File: src/rtl/host_bus_master.sv
// ============================================================================
//  Module   : host_bus_master
//  Purpose  : Single-outstanding command master for an asynchronous SRAM-style
//             host bus with parameterised setup / strobe / hold timing.
//  Revision : 1.0
// ============================================================================
`default_nettype none

module host_bus_master #(
  parameter int SETUP_CYC  = 1,
  parameter int STROBE_CYC = 4,
  parameter int HOLD_CYC   = 1
) (
  input  logic        clk,
  input  logic        nRESET,
  input  logic        cmd_valid,
  output logic        cmd_ready,
  input  logic        cmd_write,
  input  logic [20:0] cmd_addr,
  input  logic [15:0] cmd_wdata,
  output logic        rsp_valid,
  output logic        rsp_write,
  output logic [15:0] rsp_rdata,
  output logic        HOST_nCS,
  output logic        HOST_nWE,
  output logic        HOST_nOE,
  output logic [20:0] HOST_ADD,
  output logic [15:0] HOST_WDATA,
  output logic        HOST_DOE,
  input  logic [15:0] HOST_RDATA
);

  // Counter reload values: each phase counts down to zero, so load N-1.
  localparam logic [7:0] c_SETUP_LAST  = 8'(SETUP_CYC - 1);
  localparam logic [7:0] c_STROBE_LAST = 8'(STROBE_CYC - 1);
  localparam logic [7:0] c_HOLD_LAST   = 8'(HOLD_CYC - 1);

  typedef enum logic [1:0] {
    ST_IDLE   = 2'd0,
    ST_SETUP  = 2'd1,
    ST_STROBE = 2'd2,
    ST_HOLD   = 2'd3
  } state_t;

  state_t      state_q;
  logic [7:0]  cnt_q;
  logic        write_q;
  logic        cmd_ready_q;
  logic        rsp_valid_q;
  logic        rsp_write_q;
  logic [15:0] rsp_rdata_q;
  logic        ncs_q;
  logic        nwe_q;
  logic        noe_q;
  logic        doe_q;
  logic [20:0] add_q;
  logic [15:0] wdata_q;

  always_ff @(posedge clk) begin
    if (!nRESET) begin
      state_q     <= ST_IDLE;
      cnt_q       <= 8'd0;
      write_q     <= 1'b0;
      cmd_ready_q <= 1'b0;
      rsp_valid_q <= 1'b0;
      rsp_write_q <= 1'b0;
      rsp_rdata_q <= 16'd0;
      ncs_q       <= 1'b1;
      nwe_q       <= 1'b1;
      noe_q       <= 1'b1;
      doe_q       <= 1'b0;
      add_q       <= 21'd0;
      wdata_q     <= 16'd0;
    end else begin
      rsp_valid_q <= 1'b0;
      case (state_q)
        ST_IDLE: begin
          // cmd_ready is low straight out of reset; raise it before accepting.
          if (!cmd_ready_q) begin
            cmd_ready_q <= 1'b1;
          end else if (cmd_valid) begin
            cmd_ready_q <= 1'b0;
            write_q     <= cmd_write;
            add_q       <= cmd_addr;
            ncs_q       <= 1'b0;
            doe_q       <= cmd_write;
            if (cmd_write) begin
              wdata_q <= cmd_wdata;
            end
            cnt_q   <= c_SETUP_LAST;
            state_q <= ST_SETUP;
          end
        end
        ST_SETUP: begin
          if (cnt_q == 8'd0) begin
            nwe_q   <= !write_q;
            noe_q   <= write_q;
            cnt_q   <= c_STROBE_LAST;
            state_q <= ST_STROBE;
          end else begin
            cnt_q <= cnt_q - 8'd1;
          end
        end
        ST_STROBE: begin
          if (cnt_q == 8'd0) begin
            nwe_q <= 1'b1;
            noe_q <= 1'b1;
            // Sampled at the edge closing the strobe to allow for a registered responder.
            if (!write_q) begin
              rsp_rdata_q <= HOST_RDATA;
            end
            cnt_q   <= c_HOLD_LAST;
            state_q <= ST_HOLD;
          end else begin
            cnt_q <= cnt_q - 8'd1;
          end
        end
        ST_HOLD: begin
          if (cnt_q == 8'd0) begin
            ncs_q       <= 1'b1;
            doe_q       <= 1'b0;
            rsp_valid_q <= 1'b1;
            rsp_write_q <= write_q;
            cmd_ready_q <= 1'b1;
            state_q     <= ST_IDLE;
          end else begin
            cnt_q <= cnt_q - 8'd1;
          end
        end
        default: begin
          state_q <= ST_IDLE;
        end
      endcase
    end
  end

  assign cmd_ready  = cmd_ready_q;
  assign rsp_valid  = rsp_valid_q;
  assign rsp_write  = rsp_write_q;
  assign rsp_rdata  = rsp_rdata_q;
  assign HOST_nCS   = ncs_q;
  assign HOST_nWE   = nwe_q;
  assign HOST_nOE   = noe_q;
  assign HOST_DOE   = doe_q;
  assign HOST_ADD   = add_q;
  assign HOST_WDATA = wdata_q;

endmodule

`default_nettype wire
File: config.mk
export PLATFORM = sky130hd
export DESIGN_NAME = host_bus_master
export DESIGN_NICKNAME = d
export VERILOG_FILES = /design/src/rtl/host_bus_master.sv
export SDC_FILE = /design/constraint.sdc
export NUM_CORES = 1
export LEC_CHECK = 0
export CORE_MARGIN = 2
export CORE_UTILIZATION = 35
export DETAILED_ROUTE_END_ITERATION = 8
export DONT_BUFFER_PORTS = 1
export PLACE_DENSITY = 0.49
export SYNTH_ARGS = -nofsm -noshare
export SYNTH_HDL_FRONTEND = slang
export SYNTH_SLANG_ARGS = --single-unit
File: constraint.sdc
create_clock -name clk -period 1.8 [get_ports clk]
set_input_delay 0.27 -clock clk [delete_from_list [all_inputs] [get_ports clk]]
set_output_delay 0.27 -clock clk [all_outputs]
set_load 0.01 [all_outputs]
==> metrics.txt, run 1 <==
run status complete, no violations; Initial Util 0.3621; maximum VDD drop slightly above 0.0005 V; yosys warns 0; initial antenna violation count 0; top-area cell type share of the netlist area 0.5053; Combinational Power Share 0.321; Pwr Density roughly 1600 mW/mm^2; Global Route Usage Sum 0.1425; count of non-filler cells in the finished layout between 400 and 500; number of synthesized register bits 71; Util after Layout 0.4122; Worst EP required 2.02 ns; IO Pins 117; Via density roughly 5.0; Rel. slew slack 0.6810; final wirelength 6479 um; Worst-Margin Slew ~0.47 ns; TritonRoute pass-1 iters 4; leakage about 0.0013 uW; core area ~0.0078 sq mm; Post-route DRC 0; CP Class flip-flop to flip-flop; crit path max fanout 5; fmax 580.4 MHz; Worst-path clk slew about 0.080 ns; sw frac 0.3588; final setup fails 0; Int Power 3236 uW; Synth area leaders dfxtp_1, nand2_1, a21oi_1, mux2i_1, nor2_1; Placed Cells incl. Taps 417; most frequent cells in the layout nand2_1, dfxtp_1, a21oi_1, nor2_1, mux2i_1; Hold Path Class primary input to flip-flop; Syn Inst Count ~320; Seq/Total Area, Yosys 0.5053; crit path time final between 1.5 and 2 ns; largest net degree at the start of global routing 35; Hold Fails Final Rpt 0; root buf cell clkbuf_8; Reg power frac 0.427; layout cells sized above 1 0.1317; Layout Skew 0.01129 ns; # diodes 0; post-route cell area about 0.0032 sq mm; DP Area 0.002934 sq mm; Worst R2R Path Depth 6; DR iter-0 viols between 70 and 80; post-synthesis cell area ~0.0028 sq mm; MaxCap Viol Count 0; TritonCTS Buffers 9; commonest non-fill, non-tap cell in the layout nand2_1; ANT nets after route 0; Synth area leader dfxtp_1; dpl hpwl roughly 4500 um; Die ar. 0.008769 sq mm; Die H approximately 94 um; crit share post-route 0.9571; DR vias 2192; Setup crit end kind flip-flop; H-Tree Depth 3; Area Overhead vs Synth 13.83%; row count 32; Psw about 1800 uW; Worst-Skew Late Latency 0.34 ns; critical path launch point type flip-flop; CTS Buffer Depth 2; CTS tree built; clock share of power 0.252; Mapped Avg Cell Area 8.681 sq um; drt wl/cell about 15 um; IO buf count 0; Arr. time, crit path 1.95 ns; width of the die between 90 and 100 um; Final Slew Violations 0; post-synth cell types 43; vias in the first global route 1994; clock net sink count 71; first-pass GRT wire length between 9000 and 10000 um; Fill cells between 800 and 900; nets between 300 and 400; Post-Syn Nets between 300 and 400; Congestion Overflow GR 0; routability cong. roughly 0.8; Hold Crit Depth 1
cell type report:
type                            count  area, sq um  share of cell area
Timing Repair Buffer               12        117.6             0.03673
Multi-Input combinational cell    230         1318              0.4115
Inverter                            5        18.77            0.005862
Tap cell                          102        127.6             0.03986
Clock inverter                      6        68.82             0.02149
Clock buffer                       10        127.6             0.03986
Sequential cell                    71         1424              0.4447
flip-flops by register name (all words and copies together), names as in the netlist:
register and count:
rsp_write 1, HOST_nCS 1, cnt_q 8, write_q 1, HOST_ADD 21, HOST_nOE 1, HOST_DOE 1, HOST_nWE 1
state_q 2, rsp_rdata 16, rsp_valid 1, HOST_WDATA 16, cmd_ready 1
Yosys cell counts, drive strengths merged:
master and instances:
nand2 80, dfxtp 71, a21oi 48, nor2 24
mux2i 18, clkbuf 12, o21ai 10, buf 7
ha 5, inv 5, nand3 4, or3 4
or4 4, o31ai 3, a211oi 2, a21boi 2
a31oi 2, and2 2, nor2b 2, nor3 2
nor4bb 2, or2 2, a21bo 1, and3 1
and4b 1, nand2b 1, nand4b 1, nor3b 1
nor4 1, o211ai 1, o21a 1, o31a 1
or3b 1, or4bb 1, xor2 1
power by group through the flow:
stage	Sequential, uW	Clock (uW)	Combinational (uW)
finish	2160	1270	1620
global route	2200	1390	1800
floorplan	2110	0	1150
CTS	2150	1320	1530
detailed placement	2180	0	1470
global placement	2180	0	1460
repair_timing:
| action | CTS | global route |
|---|---|---|
| gates resized for setup | 2 | 7 |
| pin swaps | 1 | 3 |
| setup buffers | 0 | 1 |
| setup endpoints to repair | 6 | 45 |
| hold endpoints to repair | 2 | 0 |
| cloned | 1 | 0 |
| hold buffers | 1 | 0 |
metal layers:
| layer | vias to the layer above | part of all wire | track usage |
|---|---|---|---|
| met5 | - | 0 | 0 |
| met4 | 0 | 0.016 | 0.06522 |
| met3 | 8 | 0.11 | 0.06527 |
| met2 | 91 | 0.44 | 0.2104 |
| met1 | 986 | 0.43 | 0.1769 |
| li1 | 1107 | - | - |
worst max-delay path, stage by stage, from the launching register on:
cell	delay, ns
dfxtp_1	0.32
inv_1	0.08
ha_2	0.23
or4bb_4	0.53
o211ai_4	0.25
xor2_1	0.17
nor2_1	0.05
logic make-up after synthesis:
group / Yosys count / synth area share
mux: 18 / 0.06406
xor+xnor: 1 / 0.003114
simple gates: 134 / 0.2198
compound gates: 71 / 0.1455
buf+inv: 24 / 0.04003
fa+ha+maj: 5 / 0.02224
flops: 71 / 0.5053
worst paths after layout:
path	slack [ns]	to	startpoint
setup / recovery	0.08	cnt_q[2]	cnt_q[0]
hold / removal	0.04	HOST_nCS	nRESET
setup reg to reg	0.08	cnt_q[2]	cnt_q[0]
hold reg to reg	0.49	state_q[1]	state_q[1]
per-stage QoR:
step                 TNS [ns]  hold slack, ns  setup WS (ns)  total power (uW)
finish                      0         0.03731        0.07717              5047
global placement            0          0.3515        0.05691              3643
floorplan                   0          0.4060        0.09139              3257
global route        -0.008963         0.03563      -0.008963              5388
detailed placement          0          0.3528       0.009839              3654
CTS                         0         0.03390       0.001049              5000
Note: power is estimated with default switching activity, not from simulation.
==> run 2: changes to the inputs <==
--- a/config.mk
+++ b/config.mk
@@ -5,11 +5,12 @@
 export SDC_FILE = /design/constraint.sdc
 export NUM_CORES = 1
 export LEC_CHECK = 0
+export BUFFER_PORTS_ARGS = -buffer_cell sky130_fd_sc_hd__buf_4
 export CORE_MARGIN = 2
 export CORE_UTILIZATION = 35
 export DETAILED_ROUTE_END_ITERATION = 8
-export DONT_BUFFER_PORTS = 1
-export PLACE_DENSITY = 0.49
+export MAX_ROUTING_LAYER = met4
+export PLACE_DENSITY = 0.62
 export SYNTH_ARGS = -nofsm -noshare
 export SYNTH_HDL_FRONTEND = slang
 export SYNTH_SLANG_ARGS = --single-unit
==> metrics.txt, run 2 (synthesis gave the netlist of run 1 again) <==
Post-route DRC 0 (unchanged); multi-input gate area in the final layout 0.001334 sq mm (+1.2%); DR iter-0 viols 108 (+50%); layout cells sized above 1 0.3602 (+0.2284); DR vias 2616 (+19%); vias in the first global route 2449 (+23%); pre-CTS setup slack -0.006893 ns (-0.01673 ns); Initial Util 0.3621 (unchanged); crit path max fanout 7 (+2); Congestion Overflow GR 0 (unchanged); crit path time final 1.714 ns (-0.008463 ns); Pwr Density 1336 mW/mm^2 (-15%); drt wl/cell 12.48 um (-16%); ANT nets after route 0 (unchanged); row count 32 (unchanged); dpl hpwl 4875 um (+8.5%); Hold Path Class primary input to flip-flop; IO Pins 117 (unchanged); Die H 93.65 um (unchanged); TritonRoute pass-1 iters 4 (unchanged); Die ar. 0.008769 sq mm (unchanged); core area 0.007767 sq mm (unchanged); final setup fails 0 (unchanged); register area 0.001424 sq mm (unchanged); Rel. slew slack 0.7013 (+0.02033); largest net degree at the start of global routing 58 (+66%); Reg power frac 0.372 (-0.055); nets 504 (+29%); post-route setup slack 0.08564 ns (+0.008463 ns); run status complete, no violations; most frequent cells in the layout buf_4, nand2_1, dfxtp_1, a21oi_1, nor2_1; Via density 4.765 (-5.2%); # diodes 0 (unchanged); post-route setup TNS 0 ns (unchanged); commonest non-fill, non-tap cell in the layout buf_4; CP Class flip-flop to flip-flop; max FFs per register 21 (unchanged); Int Power 3668 uW (+13%); leakage 0.001863 uW (+48%); fmax 583.3 MHz (+0.49%); Layout Skew 0.008329 ns (-0.002957 ns); Hold Fails Final Rpt 0 (unchanged); Fill cells 753 (-6.2%); maximum VDD drop 0.0006237 V (+21%); Arr. time, crit path 1.98 ns (+0.03 ns); Final Slew Violations 0 (unchanged); Worst-Margin Slew 0.4441 ns (-0.03022 ns); width of the die 93.65 um (unchanged); Psw 1830 uW (+1.0%); Worst-Skew Late Latency 0.34 ns (about the same); Worst-path clk slew 0.08 ns (about the same); power consumption 5498 uW (+8.9%); MaxCap Viol Count 0 (unchanged); routability cong. 0.7825 (+0.63%); initial antenna violation count 0 (unchanged); Hold-fix buffers, CTS 0 (-1); Worst EP required 2.07 ns (+0.05 ns); Global Route Usage Sum 0.1608 (+0.01838); clock net sink count 71 (unchanged); CTS tree built; CTS Buffer Depth 2 (unchanged); root buf cell clkbuf_8; TritonCTS Buffers 9 (unchanged); final wirelength 6851 um (+5.7%); critical path launch point type flip-flop; clock share of power 0.256 (+0.004); sw frac 0.3328 (-0.02600); Combinational Power Share 0.372 (+0.051); Setup crit end kind flip-flop; Area Overhead vs Synth 46.26%; first-pass GRT wire length 10950 um (+13%); H-Tree Depth 3 (unchanged); IO buf count 116 (+116); Slowest-stage cell, CP or4_4; worst-path cell chain or2_1 > or3_1 > or4_4 > a21oi_2; CP max stage delay 0.52 ns (about the same); crit share post-route 0.9524 (-0.004702)
==> run 2: changes by cell type in the layout (fill, tap and decap cells not counted), sizes merged <==
cell         before  now
clkinv            2    3
buf              11  126
inv               7    4
bufinv            1    2
clkbuf           10   11
o21ai            11   10
dlygate4sd3       1    0
==> run 2: cell type report <==
| class | count | area share |
|---|---|---|
| clock buffer | 11 | 0.03437 |
| clock inverter | 5 | 0.01977 |
| inverter | 5 | 0.004562 |
| multi-input combinational | 229 | 0.3242 |
| sequential | 71 | 0.3461 |
| tap | 102 | 0.03102 |
| timing repair buffer | 126 | 0.2400 |
==> run 2: critical path, delay by kind of cell (launching register included) <==
| kind | cells | cell delay, ns |
|---|---|---|
| compound gates | 1 | 0.14 |
| simple gates | 3 | 1.12 |
| flops | 1 | 0.39 |
==> run 2: final timing paths <==
path                        from       endpoint  slack, ns  cells past startpoint
setup / recovery        cnt_q[3]       cnt_q[7]       0.09                      4
hold / removal    HOST_RDATA[12]  rsp_rdata[12]       0.16                      3
setup reg to reg        cnt_q[3]       cnt_q[7]       0.09                      4
hold reg to reg    HOST_WDATA[1]  HOST_WDATA[1]       0.45                      2
==> run 2: layer usage <==
layer	share of wire	vias up	track usage	routed length [um]
met5	0	-	-	0
met4	0.020	0	0.06643	134
met3	0.081	13	0.04674	556
met2	0.47	97	0.2518	3208
met1	0.43	1181	0.1951	2952
li1	-	1325	-	-
==> run 2: stage by stage <==
stage          area, sq um  hold WS, ns  std cells    util
2_1_floorplan         2813       0.4060        324       -
3_3_place_gp          3822       0.4426        532  0.4921
3_5_place_dp          3822       0.4466        532  0.4921
4_1_cts               4058       0.1489        549  0.5224
5_1_grt               4114       0.1544        549  0.5296
6_report              4114       0.1601        549  0.5296
==> run 2: power groups by stage <==
stage                     sequential (uW)  combinational, uW  clock [uW]
after global routing                 2080               2290        1500
after CTS                            2030               1960        1450
final                                2040               2050        1410
after global placement               2050               1900           0
after detailed placement             2060               1930           0
after floorplan                      2110               1150           0
==> run 2: repair_timing <==
action,in CTS,in global routing
pin swaps,1,4
setup buffers,1,0
gates cloned,0,0
hold endpoints to repair,0,0
gates resized for setup,2,16
endpoints found under the setup margin,1,28
